<file path="src/rtl/vm_txn_ctrl.sv">
// Vending machine transaction controller: coin credit, stock tracking,
// item dispense and change return over valid/ready handshakes.
module vm_txn_ctrl #(
    parameter int NUM_ITEMS = 7,
    parameter int MAX_COUNT = 8,
    parameter int MAX_BAL   = 200,
    parameter int TIMEOUT   = 1000
) (
    input  logic       clk,
    input  logic       reset,
    input  logic [1:0] coin,
    input  logic [2:0] select,
    input  logic       cancel,
    input  logic       restock,
    output logic       dispense_valid,
    output logic [2:0] dispense_item,
    input  logic       dispense_ready,
    output logic       change_valid,
    output logic [7:0] change_amount,
    input  logic       change_ready,
    output logic [1:0] status,
    output logic [7:0] balance,
    output logic       coin_reject
);

    localparam int TW = $clog2(TIMEOUT + 1);

    localparam logic [1:0] NO_STATUS    = 2'd0;
    localparam logic [1:0] AVAILABLE    = 2'd1;
    localparam logic [1:0] OUT_OF_STOCK = 2'd2;
    localparam logic [1:0] ERROR        = 2'd3;

    typedef enum logic [2:0] {
        IDLE, COLLECT, CHECK, DISPENSE, REFUND, RESTOCK
    } state_t;

    state_t state, state_next;

    logic [3:0]    count [NUM_ITEMS];
    logic [2:0]    sel;
    logic [2:0]    idx;
    logic [TW-1:0] tmr;
    logic [2:0]    coin_val;
    logic [8:0]    bal_sum;
    logic [7:0]    bal_in;
    logic          coin_open;
    logic          coin_take;
    logic [3:0]    cur_count;
    logic [7:0]    cur_cost;
    logic          in_stock;
    logic          afford;
    logic          tmo_hit;

    function automatic logic [7:0] cost_of(input logic [2:0] s);
        logic [7:0] c;
        case (s)
            3'd1:    c = 8'd10;
            3'd2:    c = 8'd20;
            3'd3:    c = 8'd20;
            3'd4:    c = 8'd20;
            3'd5:    c = 8'd40;
            3'd6:    c = 8'd25;
            3'd7:    c = 8'd30;
            default: c = 8'd0;
        endcase
        return c;
    endfunction

    always_comb begin
        case (coin)
            2'd1:    coin_val = 3'd1;
            2'd2:    coin_val = 3'd2;
            2'd3:    coin_val = 3'd5;
            default: coin_val = 3'd0;
        endcase
    end

    assign bal_sum   = {1'b0, balance} + {6'b0, coin_val};
    assign coin_open = (state == IDLE && !restock) || state == COLLECT;
    assign coin_take = coin != 2'd0 && coin_open
                       && bal_sum <= 9'(MAX_BAL);
    assign bal_in    = coin_take ? bal_sum[7:0] : balance;

    assign idx       = sel - 3'd1;
    assign cur_count = (int'(idx) < NUM_ITEMS) ? count[idx] : 4'd0;
    assign cur_cost  = cost_of(sel);
    assign in_stock  = cur_count != 4'd0;
    assign afford    = balance >= cur_cost;
    assign tmo_hit   = !coin_take && tmr == TW'(TIMEOUT - 1);

    always_ff @(posedge clk or posedge reset) begin
        if (reset) state <= IDLE;
        else       state <= state_next;
    end

    always_comb begin
        state_next = state;
        case (state)
            IDLE: begin
                if (restock)        state_next = RESTOCK;
                else if (coin_take) state_next = COLLECT;
            end
            RESTOCK: state_next = IDLE;
            COLLECT: begin
                if (cancel)               state_next = REFUND;
                else if (select != 3'd0)  state_next = CHECK;
                else if (tmo_hit)         state_next = REFUND;
            end
            CHECK: begin
                if (!in_stock || !afford) state_next = COLLECT;
                else                      state_next = DISPENSE;
            end
            DISPENSE: begin
                if (dispense_ready)
                    state_next = (balance != 8'd0) ? REFUND : IDLE;
            end
            REFUND: begin
                if (change_ready) state_next = IDLE;
            end
            default: state_next = IDLE;
        endcase
    end

    always_ff @(posedge clk or posedge reset) begin
        if (reset) begin
            balance        <= 8'd0;
            tmr            <= '0;
            sel            <= 3'd0;
            status         <= NO_STATUS;
            dispense_valid <= 1'b0;
            dispense_item  <= 3'd0;
            change_valid   <= 1'b0;
            change_amount  <= 8'd0;
            coin_reject    <= 1'b0;
            for (int i = 0; i < NUM_ITEMS; i++)
                count[i] <= 4'(MAX_COUNT);
        end else begin
            coin_reject <= coin != 2'd0 && !coin_take;
            if (coin_take)
                balance <= bal_sum[7:0];

            // Timer restarts on entry to COLLECT and on every accepted coin.
            if (coin_take || (state != COLLECT && state_next == COLLECT))
                tmr <= '0;
            else if (state == COLLECT)
                tmr <= tmr + TW'(1);

            case (state)
                COLLECT: begin
                    if (!cancel && select != 3'd0)
                        sel <= select;
                    if (state_next == REFUND) begin
                        change_valid  <= 1'b1;
                        change_amount <= bal_in;
                    end
                end
                CHECK: begin
                    if (!in_stock) begin
                        status <= OUT_OF_STOCK;
                    end else if (!afford) begin
                        status <= ERROR;
                    end else begin
                        status         <= AVAILABLE;
                        count[idx]     <= cur_count - 4'd1;
                        balance        <= balance - cur_cost;
                        dispense_valid <= 1'b1;
                        dispense_item  <= sel;
                    end
                end
                DISPENSE: begin
                    if (dispense_ready) begin
                        dispense_valid <= 1'b0;
                        if (balance != 8'd0) begin
                            change_valid  <= 1'b1;
                            change_amount <= balance;
                        end
                    end
                end
                REFUND: begin
                    if (change_ready) begin
                        change_valid  <= 1'b0;
                        change_amount <= 8'd0;
                        balance       <= 8'd0;
                    end
                end
                RESTOCK: begin
                    for (int i = 0; i < NUM_ITEMS; i++)
                        count[i] <= 4'(MAX_COUNT);
                end
                default: ;
            endcase

            if (state_next == IDLE)
                status <= NO_STATUS;
        end
    end

endmodule
</file>
<file path="config.mk">
export PLATFORM = sky130hd
export DESIGN_NAME = vm_txn_ctrl
export DESIGN_NICKNAME = d
export VERILOG_FILES = /design/src/rtl/vm_txn_ctrl.sv
export SDC_FILE = /design/constraint.sdc
export NUM_CORES = 1
export LEC_CHECK = 0
export ABC_AREA = 1
export CORE_UTILIZATION = 44
export DETAILED_ROUTE_END_ITERATION = 10
export PLACE_DENSITY = 0.62
export SLEW_MARGIN = 20
export SYNTH_ARGS = -nofsm -noshare
export SYNTH_HDL_FRONTEND = slang
export SYNTH_SLANG_ARGS = --single-unit
</file>
<file path="constraint.sdc">
create_clock -name clk -period 2.8 [get_ports clk]
set_clock_uncertainty 0.15 [all_clocks]
set_input_delay 0.42 -clock clk [delete_from_list [all_inputs] [get_ports clk]]
set_output_delay 0.42 -clock clk [all_outputs]
set_load 0.01 [all_outputs]
</file>
==> insert_results.sql <==
INSERT INTO impl_metrics (metric_group, metric, value, unit) VALUES
('layout', 'fillers', '789', ''),
('worst_setup_path', 'reg2reg_from', 'sel[0]$_DFFE_PP0P_', ''),
('logic_synthesis', 'largest_family_of_logic_cells_by_synthesized_area', 'simple AND/OR/NAND/NOR gates', ''),
('worst_setup_path', 'rr_endpoint', 'balance[4]$_DFF_PP0_', ''),
('worst_setup_path', 'path_common_cell', 'sky130_fd_sc_hd__buf_4', ''),
('clock_tree', 'clk_pin_slew', '0.08', 'ns'),
('min_path', 'hold_path_class', 'primary input to asynchronous set/reset pin', ''),
('route', 'totalWireLength', '12.3', 'mm'),
('clock_tree', 'cts_hold_repair.buffers', '0', ''),
('timing', 'drv_slew', '0', ''),
('timing', 'transition_time_of_the_tightest_slew_check_pin', '0.561', 'ns'),
('worst_setup_path', 'endpoint_kind', 'flop', ''),
('clock_tree', 'ctsHtreeMaxLevel', '3', ''),
('logic_synthesis', 'dominantRegCellSynth', 'sky130_fd_sc_hd__dfrtp_1', ''),
('floorplanning', 'io_pins', '35', ''),
('logic_synthesis', 'post_synth_fa_ha_maj_area_fraction', '0.0594', ''),
('logic_synthesis', 'postSynthNetCount', '588', ''),
('grt', 'grt_pass1_wl', '19.5', 'mm'),
('clock_tree', 'clock_sinks', '68', ''),
('timing', 'slew_headroom', '0.624', ''),
('floorplanning', 'design.core.area', '0.00933', 'mm2'),
('status', 'violations', 'setup timing', ''),
('layout', 'final_core_util', '0.644', ''),
('timing', 'setup_repair_after_global_routing_missed_its_margin', 'true', ''),
('status', 'outcome', 'finished, violations left', ''),
('logic_synthesis', 'synth_cells', '558', ''),
('route', 'route.detailed.vias_per_inst', '5.08', ''),
('logic_synthesis', 'postSynth.asyncResetShare', '1.00', ''),
('flow_run', 'cap_viol_max_count', '0', ''),
('worst_setup_path', 'crit_family', 'buffers and inverters', ''),
('timing', 'max_freq', '0.342', 'GHz'),
('route', 'vias', '4212', ''),
('timing', 'fin_ws', '-0.128', 'ns'),
('timing', 'tns', '-3.09', 'ns'),
('timing', 'hold_slack', '0.299', 'ns'),
('route', 'drt.antenna.violating_nets', '0', ''),
('grt', 'overflow', '0', ''),
('grt', 'grtUsageTotal', '0.251', ''),
('layout', 'synth_to_layout_area_growth', '41.1', '%'),
('worst_setup_path', 'peak_per_stage_delay_on_the_critical_path', '0.45', 'ns'),
('layout', 'layout.nets', '725', ''),
('floorplanning', 'floorplan.die.width', '100', 'um'),
('route', 'detail_route.iter0.violations', '226', ''),
('layout', 'multiInputGateArea', '0.00255', 'mm2'),
('layout', 'layout-drive-gt1-share', '0.334', ''),
('route', 'initial_drt_pass_iterations', '5', ''),
('worst_setup_path', 'critical_path_arrival', '3.00', 'ns'),
('worst_setup_path', 'timing.critical_path.slowest_stage_cell', 'sky130_fd_sc_hd__dfrtp_2', ''),
('clock_tree', 'cts_tree', 'built', ''),
('logic_synthesis', 'synth-compound-area-share', '0.116', ''),
('logic_synthesis', 'synth-seq-area-share', '0.402', ''),
('floorplanning', 'fp.dieH', '100', 'um'),
('timing', 'timing_hold_violations_final', '0', ''),
('floorplanning', 'floorplan.initialDensity', '0.456', ''),
('worst_setup_path', 'crit_path_start_kind', 'flop', ''),
('logic_synthesis', 'yosysWarnings', '0', ''),
('timing', 'final-setup-viol-count', '49', ''),
('logic_synthesis', 'synthesis.area', '0.00426', 'mm2'),
('logic_synthesis', 'synth_simple_gate_area_frac', '0.316', ''),
('logic_synthesis', 'muxShareOfSynthArea', '0.00235', ''),
('logic_synthesis', 'synthesis_stage_register_bit_count', '68', ''),
('worst_setup_path', 'worst-r2r-setup-slack', '-0.13', 'ns'),
('route', 'wire_per_inst', '14.8', 'um'),
('worst_setup_path', 'crit_fanout', '3', ''),
('logic_synthesis', 'synth.avg_cell_area', '7.63', 'um2'),
('timing', 'post-route-period-util', '1.05', ''),
('timing', 'timing.final.crit_period', '2.93', 'ns'),
('logic_synthesis', 'number_of_synthesized_flops_with_an_enable_pin', '0', ''),
('worst_setup_path', 'path_buf_inv', '10', ''),
('floorplanning', 'die_area', '0.0101', 'mm2'),
('worst_setup_path', 'crit_chain', 'buf_6, ha_1, o21ai_2, buf_6, fa_2, nand3_2, nand2_2, nand2_2, buf_4, buf_4, buf_4, buf_4, buf_4, buf_4, buf_4, buf_4, nand3_2, o21ai_1', '');
-- tightest hold or removal path, cell delays in order --
cell                              delay, ns
sky130_fd_sc_hd__clkdlybuf4s50_1       0.41
sky130_fd_sc_hd__inv_2                 0.07
sky130_fd_sc_hd__buf_12                0.31
-- state kept, by name, indices dropped and copies added (netlist names) --
signal and flops:
status 2, change_amount 8, dispense_valid 1, count 28, balance 8, tmr 10
coin_reject 1, dispense_item 3, state 3, change_valid 1, sel 3
-- what timing repair did --
action	4_1_cts	5_1_grt
cloned	3	2
resized for setup	23	61
setup buffers	15	13
pin swaps	8	21
setup endpoints to repair	50	62
-- cell families (layout without fill, tap and decap cells) --
group | after synthesis | after routing
AO/OA/AOI/OAI | 87 | 87
XOR/XNOR | 14 | 14
adder cells (fa/ha/maj) | 19 | 19
buffers and inverters | 78 | 216
flip-flops | 68 | 68
multiplexers | 1 | 1
AND/OR/NAND/NOR | 291 | 295
-- final cells by class --
type,count,area share
flip-flops and latches,68,0.285
inverters,70,0.0456
clock buffers,10,0.0212
well taps,129,0.0269
clock inverters,6,0.0106
repair buffers,130,0.186
multi-input cells,416,0.424
-- cell usage after synthesis, types with 3 or more instances --
cell type,instances,area share
sky130_fd_sc_hd__nand2_1,151,0.13
sky130_fd_sc_hd__dfrtp_1,61,0.36
sky130_fd_sc_hd__inv_1,57,0.050
sky130_fd_sc_hd__nor2_1,53,0.047
sky130_fd_sc_hd__nand3_1,35,0.041
sky130_fd_sc_hd__o21ai_0,31,0.036
sky130_fd_sc_hd__o22ai_1,23,0.034
sky130_fd_sc_hd__ha_1,17,0.050
sky130_fd_sc_hd__o21ai_1,14,0.016
sky130_fd_sc_hd__inv_2,11,0.0097
sky130_fd_sc_hd__nand2_2,11,0.016
sky130_fd_sc_hd__nor2_2,10,0.015
sky130_fd_sc_hd__xor2_1,10,0.021
sky130_fd_sc_hd__a21oi_1,9,0.011
sky130_fd_sc_hd__dfstp_2,7,0.043
sky130_fd_sc_hd__nand2_4,6,0.016
sky130_fd_sc_hd__nor3_1,6,0.0071
sky130_fd_sc_hd__nand3_2,5,0.012
sky130_fd_sc_hd__buf_2,4,0.0047
sky130_fd_sc_hd__or2_2,4,0.0059
sky130_fd_sc_hd__xnor2_1,4,0.0082
sky130_fd_sc_hd__o21ai_2,3,0.0062
-- per-stage QoR --
stage	cells	instance area (um2)	worst slack, ns
6_report	829	6010	-0.128
5_1_grt	829	6010	-0.253
4_1_cts	815	5670	-0.0717
3_5_place_dp	781	5270	-0.369
3_3_place_gp	781	5270	-0.313
2_1_floorplan	558	4310	-0.0117
-- routing by layer --
metal | GRT usage | share of wire
met1 | 0.316 | 0.43
met2 | 0.430 | 0.49
met3 | 0.0383 | 0.047
met4 | 0.0992 | 0.030
met5 | 0 | 0
-- worst max-delay path by stage --
stage / from / end / slack (ns) / cells after the start
after CTS: sel[0]$_DFFE_PP0P_ / tmr[2]$_DFFE_PP0P_ / -0.07 / 19
final: sel[0]$_DFFE_PP0P_ / balance[4]$_DFF_PP0_ / -0.13 / 18
after global routing: sel[0]$_DFFE_PP0P_ / tmr[5]$_DFFE_PP0P_ / -0.25 / 19
after floorplan: sel[0]$_DFFE_PP0P_ / tmr[9]$_DFFE_PP0P_ / -0.01 / 20
after global placement: coin[0] / change_amount[6]$_DFFE_PP0P_ / -0.31 / 16
after detailed placement: coin[0] / change_amount[2]$_DFFE_PP0P_ / -0.37 / 16
-- cells in the final DEF, fill, tap and decap left out, types with 16 or more instances in the layout --
cell type / count
sky130_fd_sc_hd__o21ai_1: 20
sky130_fd_sc_hd__inv_1: 48
sky130_fd_sc_hd__clkdlybuf4s50_1: 33
sky130_fd_sc_hd__dfrtp_1: 59
sky130_fd_sc_hd__nand2_2: 16
sky130_fd_sc_hd__o22ai_1: 18
sky130_fd_sc_hd__nor2_1: 41
sky130_fd_sc_hd__inv_2: 17
sky130_fd_sc_hd__nand3_1: 32
sky130_fd_sc_hd__nand2_1: 143
sky130_fd_sc_hd__buf_4: 88
sky130_fd_sc_hd__o21ai_0: 23
Power is left out: the tool's default activity adds up to more than one toggle a clock period on the data nets, which glitch-free logic cannot reach.
